<file path="src/rtl/pipe_hazard_ctrl_if.sv">
// Hazard-controller bundle: stage register/control taps in, stall/flush/forward out.
// master = pipeline side, slave = controller side.
interface pipe_hazard_ctrl_if;
  logic [4:0] RS1_ID, RS2_ID;
  logic [4:0] RS1_EX, RS2_EX;
  logic [4:0] RD_EX, RD_MEM, RD_WB;
  logic       RegWEn_EX, RegWEn_MEM, RegWEn_WB;
  logic [1:0] WBSel_EX;
  logic       PCsel_EX;
  logic       DMEM_req_MEM;
  logic       DMEM_ready;
  logic       stall_IF, stall_ID;
  logic       stall_EX, stall_MEM;
  logic       flush_ID, flush_EX;
  logic       bubble_WB;
  logic [1:0] FwdA_EX, FwdB_EX;
  logic       dmem_err;

  modport master (
    output RS1_ID, RS2_ID, RS1_EX, RS2_EX,
    output RD_EX, RD_MEM, RD_WB,
    output RegWEn_EX, RegWEn_MEM, RegWEn_WB,
    output WBSel_EX, PCsel_EX,
    output DMEM_req_MEM, DMEM_ready,
    input  stall_IF, stall_ID, stall_EX, stall_MEM,
    input  flush_ID, flush_EX, bubble_WB,
    input  FwdA_EX, FwdB_EX, dmem_err
  );

  modport slave (
    input  RS1_ID, RS2_ID, RS1_EX, RS2_EX,
    input  RD_EX, RD_MEM, RD_WB,
    input  RegWEn_EX, RegWEn_MEM, RegWEn_WB,
    input  WBSel_EX, PCsel_EX,
    input  DMEM_req_MEM, DMEM_ready,
    output stall_IF, stall_ID, stall_EX, stall_MEM,
    output flush_ID, flush_EX, bubble_WB,
    output FwdA_EX, FwdB_EX, dmem_err
  );
endinterface

</file>
<file path="src/rtl/pipe_hazard_ctrl.sv">
// 5-stage RV32I hazard/sequencing controller with DMEM wait timeout.
// Optional PIPE_PERF_CNT_EN adds saturating stall/flush/load-use counters.
module pipe_hazard_ctrl #(
  parameter int         MAX_WAIT   = 15,
  parameter logic [1:0] LOAD_WBSEL = 2'b01
) (
  input  logic clk,
  input  logic rst,
`ifdef PIPE_PERF_CNT_EN
  output logic [31:0] perf_stall_cyc,
  output logic [31:0] perf_flush_cnt,
  output logic [31:0] perf_ldu_cnt,
`endif
  pipe_hazard_ctrl_if.slave hz
);

  typedef enum logic {RUN, MEM_WAIT} state_t;

  state_t     state, state_n;
  logic [7:0] cnt, cnt_n;
  logic       err, err_n;
  logic       lu, br, mw;
  logic       ldu_act;

  assign lu = (hz.WBSel_EX == LOAD_WBSEL) && hz.RegWEn_EX &&
              (hz.RD_EX != 5'd0) &&
              ((hz.RD_EX == hz.RS1_ID) || (hz.RD_EX == hz.RS2_ID));
  assign br = hz.PCsel_EX;
  assign mw = hz.DMEM_req_MEM && !hz.DMEM_ready;

  always_ff @(posedge clk or posedge rst) begin
    if (rst) begin
      state <= RUN;
      cnt   <= 8'd0;
      err   <= 1'b0;
    end else begin
      state <= state_n;
      cnt   <= cnt_n;
      err   <= err_n;
    end
  end

  always_comb begin
    state_n      = state;
    cnt_n        = cnt;
    err_n        = err;
    ldu_act      = 1'b0;
    hz.stall_IF  = 1'b0;
    hz.stall_ID  = 1'b0;
    hz.stall_EX  = 1'b0;
    hz.stall_MEM = 1'b0;
    hz.flush_ID  = 1'b0;
    hz.flush_EX  = 1'b0;
    hz.bubble_WB = 1'b0;
    hz.FwdA_EX   = 2'b00;
    hz.FwdB_EX   = 2'b00;
    hz.dmem_err  = 1'b0;
    if (!rst) begin
      hz.dmem_err = err;
      if (hz.RegWEn_MEM && hz.RD_MEM != 5'd0 && hz.RD_MEM == hz.RS1_EX)
        hz.FwdA_EX = 2'b10;
      else if (hz.RegWEn_WB && hz.RD_WB != 5'd0 && hz.RD_WB == hz.RS1_EX)
        hz.FwdA_EX = 2'b01;
      if (hz.RegWEn_MEM && hz.RD_MEM != 5'd0 && hz.RD_MEM == hz.RS2_EX)
        hz.FwdB_EX = 2'b10;
      else if (hz.RegWEn_WB && hz.RD_WB != 5'd0 && hz.RD_WB == hz.RS2_EX)
        hz.FwdB_EX = 2'b01;
      unique case (state)
        RUN: begin
          if (mw) begin
            {hz.stall_IF, hz.stall_ID} = 2'b11;
            {hz.stall_EX, hz.stall_MEM} = 2'b11;
            hz.bubble_WB = 1'b1;
            state_n = MEM_WAIT;
            cnt_n = 8'd1;
          end else if (br) begin
            {hz.flush_ID, hz.flush_EX} = 2'b11;
          end else if (lu) begin
            {hz.stall_IF, hz.stall_ID} = 2'b11;
            hz.flush_EX = 1'b1;
            ldu_act = 1'b1;
          end
        end
        MEM_WAIT: begin
          if (hz.DMEM_ready) begin
            state_n = RUN;
            cnt_n = 8'd0;
            if (br) begin
              {hz.flush_ID, hz.flush_EX} = 2'b11;
            end else if (lu) begin
              {hz.stall_IF, hz.stall_ID} = 2'b11;
              hz.flush_EX = 1'b1;
              ldu_act = 1'b1;
            end
          end else if (cnt == 8'(MAX_WAIT)) begin
            // access abandoned: pipeline released, result dropped
            err_n = 1'b1;
            hz.bubble_WB = 1'b1;
            state_n = RUN;
            cnt_n = 8'd0;
          end else begin
            {hz.stall_IF, hz.stall_ID} = 2'b11;
            {hz.stall_EX, hz.stall_MEM} = 2'b11;
            hz.bubble_WB = 1'b1;
            cnt_n = cnt + 8'd1;
          end
        end
      endcase
    end
  end

`ifdef PIPE_PERF_CNT_EN
  always_ff @(posedge clk or posedge rst) begin
    if (rst) begin
      perf_stall_cyc <= 32'd0;
      perf_flush_cnt <= 32'd0;
      perf_ldu_cnt   <= 32'd0;
    end else begin
      if (hz.stall_IF && perf_stall_cyc != 32'hFFFFFFFF)
        perf_stall_cyc <= perf_stall_cyc + 32'd1;
      if (hz.flush_ID && perf_flush_cnt != 32'hFFFFFFFF)
        perf_flush_cnt <= perf_flush_cnt + 32'd1;
      if (ldu_act && perf_ldu_cnt != 32'hFFFFFFFF)
        perf_ldu_cnt <= perf_ldu_cnt + 32'd1;
    end
  end
`endif

endmodule

</file>
<file path="src/flat_wrapper.sv">
// flat-port wrapper written by rule: the top's interface ports become plain ports
module pipe_hazard_ctrl_flat 
#(
  parameter int         MAX_WAIT   = 15,
  parameter logic [1:0] LOAD_WBSEL = 2'b01
)
  (clk, rst, hz_RS1_ID, hz_RS2_ID, hz_RS1_EX, hz_RS2_EX, hz_RD_EX, hz_RD_MEM, hz_RD_WB, hz_RegWEn_EX, hz_RegWEn_MEM, hz_RegWEn_WB, hz_WBSel_EX, hz_PCsel_EX, hz_DMEM_req_MEM, hz_DMEM_ready, hz_stall_IF, hz_stall_ID, hz_stall_EX, hz_stall_MEM, hz_flush_ID, hz_flush_EX, hz_bubble_WB, hz_FwdA_EX, hz_FwdB_EX, hz_dmem_err);
  pipe_hazard_ctrl_if hz_i ();
  input  logic clk;
  input  logic rst;
  input wire logic [$bits(hz_i.RS1_ID)-1:0] hz_RS1_ID;
  input wire logic [$bits(hz_i.RS2_ID)-1:0] hz_RS2_ID;
  input wire logic [$bits(hz_i.RS1_EX)-1:0] hz_RS1_EX;
  input wire logic [$bits(hz_i.RS2_EX)-1:0] hz_RS2_EX;
  input wire logic [$bits(hz_i.RD_EX)-1:0] hz_RD_EX;
  input wire logic [$bits(hz_i.RD_MEM)-1:0] hz_RD_MEM;
  input wire logic [$bits(hz_i.RD_WB)-1:0] hz_RD_WB;
  input wire logic [$bits(hz_i.RegWEn_EX)-1:0] hz_RegWEn_EX;
  input wire logic [$bits(hz_i.RegWEn_MEM)-1:0] hz_RegWEn_MEM;
  input wire logic [$bits(hz_i.RegWEn_WB)-1:0] hz_RegWEn_WB;
  input wire logic [$bits(hz_i.WBSel_EX)-1:0] hz_WBSel_EX;
  input wire logic [$bits(hz_i.PCsel_EX)-1:0] hz_PCsel_EX;
  input wire logic [$bits(hz_i.DMEM_req_MEM)-1:0] hz_DMEM_req_MEM;
  input wire logic [$bits(hz_i.DMEM_ready)-1:0] hz_DMEM_ready;
  output wire logic [$bits(hz_i.stall_IF)-1:0] hz_stall_IF;
  output wire logic [$bits(hz_i.stall_ID)-1:0] hz_stall_ID;
  output wire logic [$bits(hz_i.stall_EX)-1:0] hz_stall_EX;
  output wire logic [$bits(hz_i.stall_MEM)-1:0] hz_stall_MEM;
  output wire logic [$bits(hz_i.flush_ID)-1:0] hz_flush_ID;
  output wire logic [$bits(hz_i.flush_EX)-1:0] hz_flush_EX;
  output wire logic [$bits(hz_i.bubble_WB)-1:0] hz_bubble_WB;
  output wire logic [$bits(hz_i.FwdA_EX)-1:0] hz_FwdA_EX;
  output wire logic [$bits(hz_i.FwdB_EX)-1:0] hz_FwdB_EX;
  output wire logic [$bits(hz_i.dmem_err)-1:0] hz_dmem_err;
  assign hz_i.RS1_ID = hz_RS1_ID;
  assign hz_i.RS2_ID = hz_RS2_ID;
  assign hz_i.RS1_EX = hz_RS1_EX;
  assign hz_i.RS2_EX = hz_RS2_EX;
  assign hz_i.RD_EX = hz_RD_EX;
  assign hz_i.RD_MEM = hz_RD_MEM;
  assign hz_i.RD_WB = hz_RD_WB;
  assign hz_i.RegWEn_EX = hz_RegWEn_EX;
  assign hz_i.RegWEn_MEM = hz_RegWEn_MEM;
  assign hz_i.RegWEn_WB = hz_RegWEn_WB;
  assign hz_i.WBSel_EX = hz_WBSel_EX;
  assign hz_i.PCsel_EX = hz_PCsel_EX;
  assign hz_i.DMEM_req_MEM = hz_DMEM_req_MEM;
  assign hz_i.DMEM_ready = hz_DMEM_ready;
  assign hz_stall_IF = hz_i.stall_IF;
  assign hz_stall_ID = hz_i.stall_ID;
  assign hz_stall_EX = hz_i.stall_EX;
  assign hz_stall_MEM = hz_i.stall_MEM;
  assign hz_flush_ID = hz_i.flush_ID;
  assign hz_flush_EX = hz_i.flush_EX;
  assign hz_bubble_WB = hz_i.bubble_WB;
  assign hz_FwdA_EX = hz_i.FwdA_EX;
  assign hz_FwdB_EX = hz_i.FwdB_EX;
  assign hz_dmem_err = hz_i.dmem_err;
  pipe_hazard_ctrl #(.MAX_WAIT(MAX_WAIT), .LOAD_WBSEL(LOAD_WBSEL)) u_core (.clk(clk), .rst(rst), .hz(hz_i));
endmodule
</file>
<file path="config.mk">
export PLATFORM = sky130hd
export DESIGN_NAME = pipe_hazard_ctrl_flat
export DESIGN_NICKNAME = d
export VERILOG_FILES = /design/src/rtl/pipe_hazard_ctrl_if.sv /design/src/rtl/pipe_hazard_ctrl.sv /design/src/flat_wrapper.sv
export SDC_FILE = /design/constraint.sdc
export NUM_CORES = 1
export LEC_CHECK = 0
export CAP_MARGIN = 20
export CORE_UTILIZATION = 38
export CTS_CLUSTER_SIZE = 30
export DETAILED_ROUTE_END_ITERATION = 16
export MAX_ROUTING_LAYER = met4
export PLACE_DENSITY = 0.78
export SYNTH_ARGS = -nofsm -noshare
export SYNTH_HDL_FRONTEND = slang
export SYNTH_SLANG_ARGS = --single-unit
</file>
<file path="constraint.sdc">
create_clock -name clk -period 2.18 [get_ports clk]
set_clock_uncertainty 0.2 [all_clocks]
set_input_delay 0.436 -clock clk [delete_from_list [all_inputs] [get_ports clk]]
set_output_delay 0.436 -clock clk [all_outputs]
set_load 0.02 [all_outputs]
</file>
==> metrics.txt <==
DP HPWL=just under 3 mm; Min-Delay Path Class=reg2reg; Synth warnings=0; top cells by area, synth=dfrtp_1 25%, xor2_1 18%, xnor2_1 8.6%; DRC=0; Worst VDD drop=between 0.0003 and 0.0004 V; number of global-route vias before repair=1368; met3 Resource Use GR=4.52%; Seq cells post-synth=10; Syn Area/Cell=8.38 um^2; M1 GR Usage=27.2%; flop2flop setup slack=0.36 ns; critical path arrival=roughly 1.8 ns; worst setup path category=in2out; pin count of the biggest net entering global routing=16; H-tree depth=1; final setup margin=-0.247 ns; # clock sinks=10; total CTS buffers=3; RSZ-0062 raised after global routing=true; Slew @ Worst Pin=approximately 0.47 ns; Die W=53.6 um; cells after synthesis=121; effective utilization at floorplan=40.5%; fmax=about 0.41 GHz; Skew-Pair Late Insertion Delay=0.27 ns; final WL=approximately 4.6 mm; area of the multi-input gates=986 um^2; WL/cell=18.4 um; Core Area=2500 um^2; grt total ovfl=0; Worst Path Required=~1.5 ns; most instantiated cells after synthesis=21 x xor2_1, 10 x dfrtp_1, 10 x o21ai_0, 10 x xnor2_1; Crit. End Element=output port; chip height=between 50 and 60 um; Worst setup SP type=input port; fin. max-slew vios=0; DR vias=1377; count of cell types in the netlist=36; cell with the most instances after synthesis=xor2_1; TritonCTS clock tree=yes; Layout Nets=270; min Tclk post-route=2.43 ns; worst-path maximum fanout=3; initial antenna violation count=0; most frequent CP cell=or4_4; CTS Root Cell=clkbuf_4; Finish-stage setup viols=8; Port Buffers=56; GR peak layer=met2; outcome=finished with violations; Syn Nets=167; die area=between 2000 and 3000 um^2; ys async rst share=100%; Seq/Total Area, Yosys=24.7%; Fillers=around 140; max cap viols=0; Worst path slowest cell=or4_4; # rows=18; layout cell share with drive strength beyond 1=53.6%; Final Hold Fails=0; largest stage delay on the critical path=0.54 ns; area share of the largest cell type after synthesis=24.7%; P_leak=about 1.1 nW; ys flop type=dfrtp_1; First-pass DRT Iterations=4; final period utilization=111%; Post-synth EDFFs=0; largest area contributor in the netlist=dfrtp_1; register area=250 um^2; DRT iter0 DRCs=60; worst path cell trace=buf_8 > or4_4 > o211ai_1 > or4_4 > nor4_4 > buf_4; Setup WS pre-CTS=-1.07 ns; PD cells=~380 nW/um^2; gr usage total=a little under a third; Boundary Pins=57; Placer Congestion=0.827; Area Growth Syn to Fin=113%; Core Util, Final=86.3%; Via density=5.46; global-route wire length before repair=5.89 mm; cell area after synthesis=a little over 1000 um^2; M2 GR Usage=59.6%; Post-DRT Antenna Nets=0; Total Power=0.816 mW; slew margin rel.=68.3%; failing checks=setup timing; Max Buffers Root-to-Sink=2; # diodes=0; clock-pin slew reported for the worst setup and hold paths after clock tree synthesis=0.07 ns
==> through the flow <==
stage                     hold slack (ns)  cell area, um^2  setup TNS [ns]  instances
after floorplan                   -0.0121             1090          -0.102        121
after global placement              0.266             1920           -9.12        238
after detailed placement            0.271             1920           -9.56        238
after CTS                           0.156             2070           -1.15        248
after global routing                0.338             2160           -1.29        252
final                               0.292             2160          -0.987        252
==> logic make-up (layout without fill, tap and decap cells) <==
| family | Yosys count | after routing | share of synthesized area [%] |
|---|---|---|---|
| flops | 10 | 10 | 24.7 |
| xor+xnor | 31 | 31 | 26.8 |
| fa+ha+maj | 1 | 1 | 1.23 |
| mux | 1 | 1 | 0.988 |
| simple gates | 44 | 44 | 24.9 |
| buf+inv | 6 | 107 | 2.96 |
| compound gates | 28 | 28 | 18.4 |
==> layout by cell type (no fill, tap or decap), drive strengths merged, types with 2 or more instances in the layout <==
| master | instances |
|---|---|
| clkbuf | 16 |
| o21ai | 12 |
| dlymetal6s2s | 4 |
| o31ai | 2 |
| and2 | 2 |
| nor2b | 2 |
| nor2 | 8 |
| nand3 | 3 |
| a32o | 2 |
| a21oi | 3 |
| nor4 | 5 |
| clkdlybuf4s15 | 5 |
| inv | 4 |
| xor2 | 21 |
| nand2 | 8 |
| or4 | 4 |
| xnor2 | 10 |
| o21bai | 2 |
| and3 | 2 |
| dlygate4sd2 | 10 |
| dfrtp | 10 |
| buf | 66 |
| nor3 | 6 |
==> final timing paths <==
kind                               start            end  cells after the start
max in group asynchronous            rst  u_core.cnt[4]                      4
min                           u_core.err     u_core.err                      1
min in group asynchronous            rst  u_core.cnt[6]                      4
max reg2reg                u_core.cnt[7]  u_core.cnt[6]                      6
min reg2reg                   u_core.err     u_core.err                      1
max                          hz_RD_WB[1]  hz_FwdA_EX[0]                      6
==> sequential cells by signal, summed over array words and instances (netlist names) <==
register,cells
u_core.err,1
u_core.state,1
u_core.cnt,8
==> critical path: cells and delay by family <==
family	cells	cell delay (ns)
AND/OR/NAND/NOR	3	0.78
AO/OA/AOI/OAI	1	0.30
buffers and inverters	2	0.27
==> repair_timing <==
item                                    CTS  global route
hold buffers                              0             1
pin swaps                                31            23
endpoints found under the setup margin   12            10
resized for setup                       146            77
hold endpoints to repair                  0            10
buffers inserted                          7             3
==> area by class of cell <==
class                   count  area share, %
multi-input cells         105           45.7
repair buffers            100           38.9
flip-flops and latches     10           11.6
well taps                  30           1.74
clock buffers               3           1.04
inverters                   4           1.04
==> power breakdown <==
part           internal, mW  switching, mW
sequential            0.207         0.0179
combinational         0.247          0.215
clock                0.0637         0.0649
total                 0.518          0.298
==> metal layers <==
metal,part of all wire [%],vias to the layer above
met2,58,51
met3,3.8,15
met4,3.0,0
li1,-,639
met5,0,-
met1,35,672
(Power assumes the default switching activity.)
